$ cat src/rtl/axi_s_pkt_filter.sv
// axi_s_pkt_filter: packet-granular AXI-Stream classifier.
// Looks at the first beat of every packet and compares it with a runtime
// mask/value pair. Depending on the result, the whole packet is either
// forwarded through a one-deep registered output stage or swallowed.
// Wrapping counters record how many packets were passed and dropped.
module axi_s_pkt_filter #(
   parameter int CNT_W = 32
) (
   input  logic             clk,
   input  logic             rst,
   input  logic             filter_en,
   input  logic [63:0]      match_mask,
   input  logic [63:0]      match_value,
   input  logic             drop_on_match,
   input  logic [63:0]      s_packet_axis_tdata,
   input  logic             s_packet_axis_tvalid,
   input  logic             s_packet_axis_tlast,
   input  logic [7:0]       s_packet_axis_tkeep,
   output logic             s_packet_axis_tready,
   output logic [63:0]      m_packet_axis_tdata,
   output logic             m_packet_axis_tvalid,
   output logic             m_packet_axis_tlast,
   output logic [7:0]       m_packet_axis_tkeep,
   input  logic             m_packet_axis_tready,
   output logic [CNT_W-1:0] pass_cnt,
   output logic [CNT_W-1:0] drop_cnt
);

   typedef enum logic [1:0] {HEAD, PASS, DROP} state_e;

   state_e           state_q;
   logic [63:0]      mTdata_q;
   logic             mTvalid_q;
   logic             mTlast_q;
   logic [7:0]       mTkeep_q;
   logic [CNT_W-1:0] passCnt_q;
   logic [CNT_W-1:0] dropCnt_q;

   logic             hit;
   logic             dropNow;
   logic             outSpace;
   logic             sReady;
   logic             accept;
   logic             loadOut;

   // Classification of the beat currently presented; only meaningful in HEAD,
   // so the control inputs are effectively sampled at the accepted first beat.
   always_comb begin
      hit      = ((s_packet_axis_tdata ^ match_value) & match_mask) == 64'd0;
      dropNow  = 1'b0;
      if (state_q == HEAD) begin
         dropNow = filter_en & (drop_on_match ? hit : !hit);
      end
   end

   // Input handshake: discards never wait on the output register, and the
   // port is held off while reset is asserted.
   always_comb begin
      outSpace = !mTvalid_q | m_packet_axis_tready;
      sReady   = 1'b0;
      case (state_q)
         HEAD:    sReady = dropNow | outSpace;
         PASS:    sReady = outSpace;
         DROP:    sReady = 1'b1;
         default: sReady = 1'b0;
      endcase
      sReady  = sReady & rst;
      accept  = s_packet_axis_tvalid & sReady;
      loadOut = accept & (((state_q == HEAD) & !dropNow) | (state_q == PASS));
   end

   // Packet FSM, registered output stage and pass/drop counters.
   always_ff @(posedge clk) begin
      if (!rst) begin
         state_q   <= HEAD;
         mTdata_q  <= '0;
         mTvalid_q <= 1'b0;
         mTlast_q  <= 1'b0;
         mTkeep_q  <= '0;
         passCnt_q <= '0;
         dropCnt_q <= '0;
      end else begin
         if (loadOut) begin
            mTdata_q  <= s_packet_axis_tdata;
            mTlast_q  <= s_packet_axis_tlast;
            mTkeep_q  <= s_packet_axis_tkeep;
            mTvalid_q <= 1'b1;
         end else if (m_packet_axis_tready) begin
            mTvalid_q <= 1'b0;
         end

         if (accept) begin
            case (state_q)
               HEAD: begin
                  if (dropNow) begin
                     dropCnt_q <= dropCnt_q + CNT_W'(1);
                     state_q   <= s_packet_axis_tlast ? HEAD : DROP;
                  end else begin
                     passCnt_q <= passCnt_q + CNT_W'(1);
                     state_q   <= s_packet_axis_tlast ? HEAD : PASS;
                  end
               end
               PASS, DROP: begin
                  if (s_packet_axis_tlast) begin
                     state_q <= HEAD;
                  end
               end
               default: state_q <= HEAD;
            endcase
         end
      end
   end

   assign s_packet_axis_tready = sReady;
   assign m_packet_axis_tdata  = mTdata_q;
   assign m_packet_axis_tvalid = mTvalid_q;
   assign m_packet_axis_tlast  = mTlast_q;
   assign m_packet_axis_tkeep  = mTkeep_q;
   assign pass_cnt             = passCnt_q;
   assign drop_cnt             = dropCnt_q;

endmodule

$ cat config.mk
export PLATFORM = sky130hd
export DESIGN_NAME = axi_s_pkt_filter
export DESIGN_NICKNAME = d
export VERILOG_FILES = /design/src/rtl/axi_s_pkt_filter.sv
export SDC_FILE = /design/constraint.sdc
export NUM_CORES = 1
export LEC_CHECK = 0
export ABC_AREA = 1
export CAP_MARGIN = 40
export CORE_MARGIN = 1
export CORE_UTILIZATION = 37
export CTS_CLUSTER_DIAMETER = 80
export DETAILED_ROUTE_END_ITERATION = 12
export GPL_TIMING_DRIVEN = 0
export PLACE_DENSITY = 0.77
export SYNTH_ARGS = -nofsm -noshare
export SYNTH_HDL_FRONTEND = slang
export SYNTH_SLANG_ARGS = --single-unit
export TNS_END_PERCENT = 50
$ cat constraint.sdc
create_clock -name clk -period 4.55 [get_ports clk]
set_input_delay 0.91 -clock clk [delete_from_list [all_inputs] [get_ports clk]]
set_output_delay 0.91 -clock clk [all_outputs]
set_load 0.01 [all_outputs]
==> metrics.md <==
| Metric | Value |
|---|---|
| Multi-input gate area | `4600 µm²` |
| Clock Tree Buf Depth | `2` |
| Fmax | `234 MHz` |
| 1st-pass router iterations | `5` |
| DP HPWL | `26.1 mm` |
| Final ANT Viol Nets | `0` |
| Ports | `346` |
| Fillers | `2186` |
| Number of global-route vias before repair | `8913` |
| Placed cells | `2011` |
| Clock share of power | `42.1%` |
| LEAKAGE | `5.44 nW` |
| Async SR Flop Fraction | `0%` |
| Routability cong. | `1.00` |
| Initial Util | `37.7%` |
| TritonCTS Buffers | `17` |
| Crit path max fanout | `3` |
| Commonest non-fill, non-tap cell in the layout | `nand2_1` |
| Setup-failing EPs final | `0` |
| Synthesized area | `8240 µm²` |
| Synth area leader | `dfxtp_1` |
| First-pass GRT wire length | `47.7 mm` |
| Clock sink count | `140` |
| CP Launch Type | `primary input` |
| Most frequent cells in the layout | `nand2_1, clkdlybuf4s50_1, nor2_1` |
| Power, Total | `3.41 mW` |
| Site row count | `54` |
| Largest net degree at the start of global routing | `17` |
| Share of the synthesized area in the top cell type | `34.0%` |
| Post-layout min period | `4.28 ns` |
| Req. time, crit path | `3.64 ns` |
| Cell variety after synth | `26` |
| Register area | `2800 µm²` |
| Rel. slew slack | `64.7%` |
| Clk slew on worst S/H paths | `0.06 ns` |
| Pre-CTS setup slack | `0.294 ns` |
| Max-Cap Viols | `0` |
| Post-Synthesis Cells | `1387` |
| GRT Util Overall | `27.9%` |
| Critical path buffers and inverters | `2` |
| First DRT Iteration DRCs | `427` |
| Crit Path Category | `in -> out` |
| #FFs+latches synth | `140` |
| Mean Syn Cell Area | `5.94 µm²` |
| Layout cell share with drive strength beyond 1 | `4.09%` |
| Cts repair resizes | `0` |
| Nets@finish | `1963` |
| M1 GR Usage | `31.3%` |
| Vias per Instance | `4.67` |
| RSZ-0062 raised after global routing | `false` |
| Slowest-stage cell, CP | `clkdlybuf4s50_1` |
| Result of the run | `finished clean` |
| Die width | `151 µm` |
| Grt ovf | `0` |
| Crit. End Element | `output pin` |
| Core ar. | `21800 µm²` |
| Slack of the critical path | `0.268 ns` |
| Hold Buf Count CTS | `0` |
| Hold Fails Final Rpt | `0` |
| Final TNS setup | `0 ns` |
| CP peak stage delay | `0.63 ns` |
| Post-CTS Repair Setup Buffers | `0` |
| Critical Path AT | `3.37 ns` |
| Clock root cell | `clkbuf_16` |
| Tcrit/Tclk final | `94.1%` |
| Initial antenna violation count | `8` |
| Internal | `2.51 mW` |
| Synthesis Warnings | `0` |
| Fraction of met3 tracks used by global routing | `7.92%` |
| Worst min-delay path class | `reg -> reg` |
| Worst Tran Pin Value | `0.530 ns` |
| Prevailing post-synth register cell | `dfxtp_1` |
| Met2 usage | `48.1%` |
| Layout Cells excl Fill | `2048` |
| Worst path top cell family by delay | `buffers and inverters` |
| GRT Max-Usage Layer | `met2` |
| Wire length per cell | `15.6 µm` |
| Switching share of power | `26.3%` |
| Syn_nets | `1600` |
| Clock Skew | `0.00953 ns` |
| Peak supply drop | `0.234 mV` |
| Die span in y | `151 µm` |
| Top cells by area, synth | `dfxtp_1, nand2_1, nor2_1, inv_1, xor2_1` |
| Number of buffers inserted by port buffering | `344` |
| Top cell by count, worst path | `nand2_1` |
| Crit-path cells | `clkdlybuf4s50_1 -> nand2_1 -> nand2_1 -> nor2_1 -> nor2_1 -> nand2_1 -> nor2_1 -> nand2_1 -> nor2_1 -> nand2_1 -> nand2_1 -> nand4_2 -> a21boi_0 -> clkdlybuf4s50_1` |
| Final core occ | `58.0%` |
| Area Growth Syn to Fin | `53.6%` |
| Power density cells | `270 nW/µm²` |
| Post-synthesis sequential area ratio | `34.0%` |
| Slew Viols, Final | `0` |
| DRT Wirelength | `31.9 mm` |
| CTS tree | `yes` |
| Clk_lat worst skew | `0.42 ns` |
| # DRC | `0` |
| Via count | `9573` |
| Net Switching | `0.899 mW` |
| Sequential Power Share | `38.3%` |
| EDFF count, synth | `0` |
| CTS H-tree depth | `4` |
| Die Footprint | `22900 µm²` |
| Gate power share | `19.5%` |
## layer usage
metal / vias to the layer above / routed length (µm)
met2: 305 / 15200
met3: 67 / 2440
met5: - / 28
met4: 4 / 1150
li1: 4963 / -
met1: 4234 / 13000
## synthesized netlist by cell type, types with 2 or more instances
library cell and n:
buf_2 10, nor4_1 13, clkbuf_1 11, dfxtp_1 140
a21oi_1 66, nand4_2 2, inv_1 136, xor2_1 52
o21ai_0 5, inv_2 12, ha_1 6, nor3_1 30
buf_1 7, buf_6 14, nor2_1 323, xnor2_1 7
or2_0 2, nand3_1 29, nand4_1 19, nand2_1 497
## tightest hold or removal path, cell delays in order (launching register included)
cell	delay [ns]
dfxtp_1	0.32
nor2_1	0.05
nor2_1	0.08
## power groups by stage
stage | clock network (mW) | registers [mW] | logic [mW]
detailed placement | 0 | 1.34 | 0.668
finish | 1.44 | 1.31 | 0.667
CTS | 1.46 | 1.31 | 0.671
floorplan | 0 | 1.36 | 0.250
global route | 1.52 | 1.31 | 0.738
global placement | 0 | 1.33 | 0.660
## flip-flops by register name (all words and copies together) (netlist names)
register	cells
pass_cnt	32
m_packet_axis_tkeep	8
drop_cnt	32
m_packet_axis_tlast	1
m_packet_axis_tvalid	1
state_q	2
m_packet_axis_tdata	64
## cells by family after synthesis
logic type / synth area share, %
buf+inv: 10.2
compound gates: 4.41
simple gates: 44.2
xor+xnor: 6.27
fa+ha+maj: 0.911
flops: 34.0
## per-stage QoR
stage | hold slack [ns] | cell area (µm²)
2_1_floorplan | 0.474 | 8240
3_3_place_gp | 0.463 | 12000
3_5_place_dp | 0.471 | 12000
4_1_cts | 0.484 | 12600
5_1_grt | 0.501 | 12700
6_report | 0.479 | 12700
## cell type report
cell class                 count  area share [%]
multi-input combinational   1056            36.3
timing repair buffer         344            27.2
sequential                   140            22.1
inverter                     148            4.39
clock buffer                  19            3.50
tap                          280            2.77
buffer                        43            2.23
clock inverter                12            1.32
antenna                        6           0.119
## path summary, 6_finish.rpt
path | from | cells after the start | slack, ns | to
min | m_packet_axis_tdata[17] | 2 | 0.48 | m_packet_axis_tdata[17]
min reg2reg | m_packet_axis_tdata[17] | 2 | 0.48 | m_packet_axis_tdata[17]
max reg2reg | pass_cnt[1] | 10 | 2.20 | pass_cnt[26]
max | s_packet_axis_tdata[41] | 14 | 0.27 | s_packet_axis_tready
Note: power is estimated with default switching activity, not from simulation.
